File: src/rtl/nonce_feeder.sv
// rtl/nonce_feeder.sv - job-to-header feeder: one active plus one pending mining job, one header per nonce

module nonce_feeder (
    input  logic         clk,
    input  logic         rst,
    input  logic         job_valid,
    output logic         job_ready,
    input  logic [479:0] job_template,
    input  logic [31:0]  job_nonce_start,
    input  logic [31:0]  job_nonce_end,
    input  logic         abort,
    output logic         hdr_valid,
    input  logic         hdr_ready,
    output logic [511:0] header,
    output logic [31:0]  hdr_nonce,
    output logic         busy,
    output logic         exhausted,
    output logic [32:0]  issued_count
);

    typedef enum logic {IDLE = 1'b0, RUN = 1'b1} state_t;

    state_t         state_q, state_d;
    logic [479:0]   tmpl_q, tmpl_d;
    logic [31:0]    nonce_q, nonce_d;
    logic [31:0]    end_q, end_d;
    logic           pend_full_q, pend_full_d;
    logic [479:0]   pend_tmpl_q, pend_tmpl_d;
    logic [31:0]    pend_start_q, pend_start_d;
    logic [31:0]    pend_end_q, pend_end_d;
    logic           exhausted_q, exhausted_d;
    logic [32:0]    issued_q, issued_d;

    logic hs;
    logic accept;

    assign job_ready    = !pend_full_q && !abort && !rst;
    assign hs           = (state_q == RUN) && hdr_ready;
    assign accept       = job_valid && job_ready;

    assign hdr_valid    = (state_q == RUN);
    assign busy         = (state_q == RUN);
    assign header       = {tmpl_q, nonce_q};
    assign hdr_nonce    = nonce_q;
    assign exhausted    = exhausted_q;
    assign issued_count = issued_q;

    always_comb begin
        state_d      = state_q;
        tmpl_d       = tmpl_q;
        nonce_d      = nonce_q;
        end_d        = end_q;
        pend_full_d  = pend_full_q;
        pend_tmpl_d  = pend_tmpl_q;
        pend_start_d = pend_start_q;
        pend_end_d   = pend_end_q;
        exhausted_d  = 1'b0;
        issued_d     = issued_q;

        if (abort) begin
            // A handshake coinciding with abort still counts, but never raises exhausted.
            if (hs) begin
                issued_d = issued_q + 33'd1;
            end
            state_d     = IDLE;
            pend_full_d = 1'b0;
        end else begin
            if (hs) begin
                issued_d = issued_q + 33'd1;
                if (nonce_q != end_q) begin
                    nonce_d = nonce_q + 32'd1;
                end else begin
                    exhausted_d = 1'b1;
                    if (pend_full_q) begin
                        tmpl_d      = pend_tmpl_q;
                        nonce_d     = pend_start_q;
                        end_d       = pend_end_q;
                        pend_full_d = 1'b0;
                        issued_d    = 33'd0;
                    end else begin
                        state_d = IDLE;
                    end
                end
            end
            // A job arriving as the last job finishes becomes active directly, avoiding a bubble.
            if (accept) begin
                if (state_d == IDLE) begin
                    tmpl_d   = job_template;
                    nonce_d  = job_nonce_start;
                    end_d    = job_nonce_end;
                    issued_d = 33'd0;
                    state_d  = RUN;
                end else begin
                    pend_tmpl_d  = job_template;
                    pend_start_d = job_nonce_start;
                    pend_end_d   = job_nonce_end;
                    pend_full_d  = 1'b1;
                end
            end
        end
    end

    always_ff @(posedge clk) begin
        if (rst) begin
            state_q      <= IDLE;
            tmpl_q       <= '0;
            nonce_q      <= '0;
            end_q        <= '0;
            pend_full_q  <= 1'b0;
            pend_tmpl_q  <= '0;
            pend_start_q <= '0;
            pend_end_q   <= '0;
            exhausted_q  <= 1'b0;
            issued_q     <= '0;
        end else begin
            state_q      <= state_d;
            tmpl_q       <= tmpl_d;
            nonce_q      <= nonce_d;
            end_q        <= end_d;
            pend_full_q  <= pend_full_d;
            pend_tmpl_q  <= pend_tmpl_d;
            pend_start_q <= pend_start_d;
            pend_end_q   <= pend_end_d;
            exhausted_q  <= exhausted_d;
            issued_q     <= issued_d;
        end
    end

endmodule

File: config.mk
export PLATFORM = sky130hd
export DESIGN_NAME = nonce_feeder
export DESIGN_NICKNAME = d
export VERILOG_FILES = /design/src/rtl/nonce_feeder.sv
export SDC_FILE = /design/constraint.sdc
export NUM_CORES = 2
export LEC_CHECK = 0
export BUFFER_PORTS_ARGS = -buffer_cell sky130_fd_sc_hd__buf_2
export CORE_AREA = 2 2 436 438
export DETAILED_ROUTE_END_ITERATION = 10
export DIE_AREA = 0 0 438 440
export HOLD_SLACK_MARGIN = 0.1
export PLACE_DENSITY = 0.5
export SYNTH_ARGS = -nofsm -noshare
export SYNTH_HDL_FRONTEND = slang
export SYNTH_SLANG_ARGS = --single-unit
File: constraint.sdc
create_clock -name clk -period 3.35 [get_ports clk]
set_input_delay 0.5025 -clock clk [delete_from_list [all_inputs] [get_ports clk]]
set_output_delay 0.5025 -clock clk [all_outputs]
set_load 0.01 [all_outputs]
# After elaboration in Yosys (flattened, before gate mapping)
# Index checks and enable logic that the tools add are counted.
# word_totals
register_bits	1124
out_inout_bits	581
# classes
add_sub_neg	2
n_eq_ne	2
n_mux	32
n_bitwise	2
n_reduce_logical	10
# ops
cell	n
480-bit two-way mux	5
32-bit two-way mux	10
33-bit two-way mux	7
33-bit by 1-bit adder with 33-bit output (second input constant)	1
32-bit by 1-bit adder with 32-bit output (second input constant)	1
32-bit != test	1
1-bit two-way mux	10
1-bit logical AND	4
1-bit zero test	3
3-bit AND reduction	1
3-bit OR reduction	1
2-bit by 1-bit != test with 1-bit output (second input constant)	1
1-bit NOT	2
2-bit OR reduction	1

# Longest topological paths before layout
# logic_depth
ltp_word	7
ltp_mapped	13

# Worst setup path before layout
# OpenSTA, ideal clock, no wires.
# synth_timing
path_type	reg-to-reg
from	register nonce_q[24] (netlist: hdr_nonce[24])
to	register tmpl_q[449]
t_arrival_ns	2.439
slack_ns	0.788
path_stages_with_launch	13
n_path_buf	4
synth_period_minus_slack_ns	2.562
cell_sequence	dfxtp_1 -> buf_2 -> xor2_1 -> nor4_1 -> nand4_1 -> nor2_2 -> nand3_2 -> a31o_1 -> buf_2 -> buf_2 -> buf_2 -> a222oi_1 -> inv_1
# synth_between
elab_chain_cells	6
# synth_lines
item	line_no	rtl
start, declared	25	logic [31:0] nonce_q, nonce_d;
start signal, assigned	118	nonce_q <= nonce_d;
32-bit != test *	70	if (nonce_q != end_q) begin
1-bit two-way mux	70	
1-bit two-way mux	68	if (hs) begin
1-bit two-way mux	60	if (abort) begin
480-bit two-way mux	87	if (state_d == IDLE) begin
480-bit two-way mux *	86	if (accept) begin
end signal, assigned	117	tmpl_q <= tmpl_d;
end, declared	24	logic [479:0] tmpl_q, tmpl_d;
# Every way passes the cells marked *; elsewhere a longest branch is shown, timed or not. The select of a mux whose other input is x is not followed.
# A chain may end at the register's enable or synchronous reset.

# Worst setup path after layout
# layout_timing
from	register nonce_q[2] (netlist: hdr_nonce[2])
to	register tmpl_q[465]
# The elaborated chain is that of the path after synthesis.

==> flow_summary.toml <==
[status]
status = "finished, violations left"
violations = "design-rule violations"

[synthesis]
syn_inst = 4767
yosysWarningCount = 0
ys.flop_type = "dfxtp_1"
async_flop_share = 0
synth_edf_count = 0
synth.distinct_cells = 60
synth-seq-cells = 1124
netlist_area_um2 = 41400
synthesis.nets = 5318
syn_avg_cell_area_um2 = 8.69
ys_seq_area_frac = 0.543

[sta]
period_share = 0.953
fmax_ghz = 0.313
slew_headroom = 0.375
tns_ns = 0
fin_crit_ns = 3.19
setup_viol_count_final = 0
hold_viol = 0
worst_slew_pin_slew_ns = 0.937
drv_slew = 0
rsz0062_at_grt = "false"
finalClockSkew_ns = 0.0318

[worst_setup_path]
crit_type = "reg2reg"
slowest_stage = "dfxtp_1"
critPathLaunch = "hdr_nonce[2]$_SDFFE_PP0N_"
r2r_start = "hdr_nonce[2]$_SDFFE_PP0N_"
regToRegSetupSlack_ns = 0.16
crit_required_ns = 4.01
timing.rr.end = "tmpl_q[465]$_SDFFE_PP0N_"
cp-endpoint = "tmpl_q[465]$_SDFFE_PP0N_"
crit_path_max_fanout = 59
cp-end-kind = "flip-flop"
critPathLaunchType = "flip-flop"
path_buf_inv = 2
worstRegToRegCells = 9
path_depth = 9
cpLargestDelayFamily = "compound AO/OA/AOI/OAI gates"
slowest_delay_ns = 0.48
arrival_ns = 3.85
crit_chain = "xor2_1, nor4_1, nand4_1, nor2_2, a31oi_1, a31o_4, buf_4, a222oi_1, inv_1"

[die]
core-area_um2 = 189000
initial_core_util = 0.220
die_x_um = 438
die_h_um = 440
io_pins = 1130
die_area_um2 = 193000
row_count = 160

[route]
drc = 14
avgViaCountPerCell = 4.81
dr.pass1.iters = 11
dr.first_iter.drc_count = 5604
wl_mm = 183
final_antenna_net_count = 0
route.vias.total = 43100
wl_per_cell_um = 20.4

[global_routing]
grt_max_degree = 163
grt_pass1_wl_mm = 264
grt_pass1_vias = 40800
grt-ovfl-total = 0
antenna_found_initial = 31
gr-usage-all-layers = 0.177

[placement]
dpl_cell_area_um2 = 50400
dpl.hpwl_mm = 127
numPortBuffers = 1129
placed_cells = 8154
gp_congestion = 0.882

[clocking]
clkTransAtPathRegs_ns = 0.06
numClockSinks = 1124
cts_root_buffer = "clkbuf_16"
cts_htree_levels = 4
clock_latency_ns = 0.80
post-cts-setup-buffers = 0
cts_buffer_depth = 3
numCtsBuffers = 133
cts_tree = "yes"

[final_layout]
fin_area_um2 = 60400
drive_gt1_frac = 0.237
instances_no_fill = 8955
num-nets-final = 6876
utilization = 0.320
fillers = 19700
area_growth_pct = 45.8

[min_path]
min_path_cells = 4
min_path_type = "in2reg"

[power]
power.leakage_uw = 0.0274
p_per_area_nw_per_um2 = 528
peakVddDrop_v = 0.000400
total_power_uw = 31900

[job]
maxCapViolations = 0
## worst reg2reg max path: cells and delay by family (launching register included)
family          cells  cell delay [ns]
compound gates      3             1.08
simple gates        3             0.96
flops               1             0.48
buf+inv             2             0.42
xor+xnor            1             0.13
## cell usage in the layout (no fill, tap or decap), types with 5 or more instances in the layout
master,Yosys,layout
a21oi_1,604,604
nand4_1,16,16
a222oi_1,512,512
o221ai_1,9,9
clkbuf_16,0,137
clkinv_2,0,19
o21ai_0,60,60
dlygate4sd3_1,0,547
nand3_1,42,41
and3_1,7,6
o22ai_1,14,14
a221o_1,5,5
inv_1,525,525
buf_2,120,1128
clkbuf_1,258,33
nor2_1,62,61
a22oi_1,15,15
nor3_1,39,39
clkbuf_8,0,23
nand2_1,1152,1152
dfxtp_1,1124,1124
a211oi_1,8,8
nor4_1,17,17
buf_12,0,58
or3_1,9,9
a31oi_1,11,11
bufinv_16,0,7
buf_4,34,125
xor2_1,37,37
diode_2,0,20
## Yosys cell counts, types with 17 or more instances
cell type,number,area (um^2)
nand2_1,1152,4320
nand3_1,42,210
inv_1,525,1970
dfxtp_1,1124,22500
nor3_1,39,195
a222oi_1,512,5120
nor2_1,62,233
clkbuf_1,258,968
buf_4,34,255
o21ai_0,60,300
a21oi_1,604,3020
nor4_1,17,106
buf_2,120,601
buf_1,24,90.1
xor2_1,37,324
## metal layers
| layer | track usage | share of wire | up-vias |
|---|---|---|---|
| met5 | 0 | 0.00085 | - |
| met4 | 0.0672 | 0.033 | 22 |
| met3 | 0.0480 | 0.087 | 305 |
| met2 | 0.293 | 0.48 | 2002 |
| met1 | 0.219 | 0.40 | 20900 |
| li1 | - | - | 19900 |
## cell type report
class                      count  area [um^2]  share of cell area
multi-input combinational   2682        15100               0.250
sequential                  1124        22500               0.373
clock inverter                41          554             0.00918
inverter                     525         1970              0.0326
antenna                       20         50.0            0.000829
clock buffer                 193         3870              0.0641
tap                         2511         3140              0.0520
timing repair buffer        1859        13200               0.219
## power by group
group	switching [uW]	total [uW]	internal [uW]	leakage [uW]
combinational	1700	3100	1410	0.0161
sequential	295	14100	13800	0.00912
clock	6070	14700	8620	0.00217
total	8060	31900	23800	0.0274
## registers in the layout, summed over array words and instances, names as in the netlist
register	flops
hdr_nonce	32
pend_full_q	1
issued_count	33
pend_tmpl_q	480
end_q	32
exhausted	1
busy	1
pend_start_q	32
pend_end_q	32
tmpl_q	480
## cells by family (layout without fill, tap and decap cells)
group | Yosys count | in the layout | synth area share
multiplexers | 1 | 1 | 0.000242
other | 0 | 20 | 0
buffers and inverters | 961 | 2618 | 0.0938
adder cells (fa/ha/maj) | 2 | 2 | 0.000604
AND/OR/NAND/NOR | 1363 | 1363 | 0.131
flip-flops | 1124 | 1124 | 0.543
XOR/XNOR | 41 | 41 | 0.00867
AO/OA/AOI/OAI | 1275 | 1275 | 0.223
## per-stage QoR
| stage | setup WS, ns | hold WS [ns] |
|---|---|---|
| detailed placement | 0.237 | 0.443 |
| global placement | 0.257 | 0.439 |
| finish | 0.157 | 0.340 |
| global route | 0.0303 | 0.336 |
| CTS | 0.232 | 0.273 |
| floorplan | 0.788 | 0.432 |
## worst min-delay path by stage
stage | from | end | slack, ns
2_1_floorplan | pend_start_q[16]$_SDFFE_PP0P_ | pend_start_q[16]$_SDFFE_PP0P_ | 0.43
3_3_place_gp | pend_tmpl_q[199]$_SDFFE_PP0P_ | tmpl_q[199]$_SDFFE_PP0N_ | 0.44
3_5_place_dp | pend_start_q[24]$_SDFFE_PP0P_ | pend_start_q[24]$_SDFFE_PP0P_ | 0.44
4_1_cts | hdr_ready | busy$_SDFF_PP0_ | 0.27
5_1_grt | hdr_ready | busy$_SDFF_PP0_ | 0.34
6_report | hdr_ready | busy$_SDFF_PP0_ | 0.34
## timing repair
action / CTS / global route
resized for setup: 0 / 0
hold buffers: 547 / 0
endpoints found under the hold margin: 1087 / 0
endpoints found under the setup margin: 0 / 0
(Power assumes the default switching activity.)
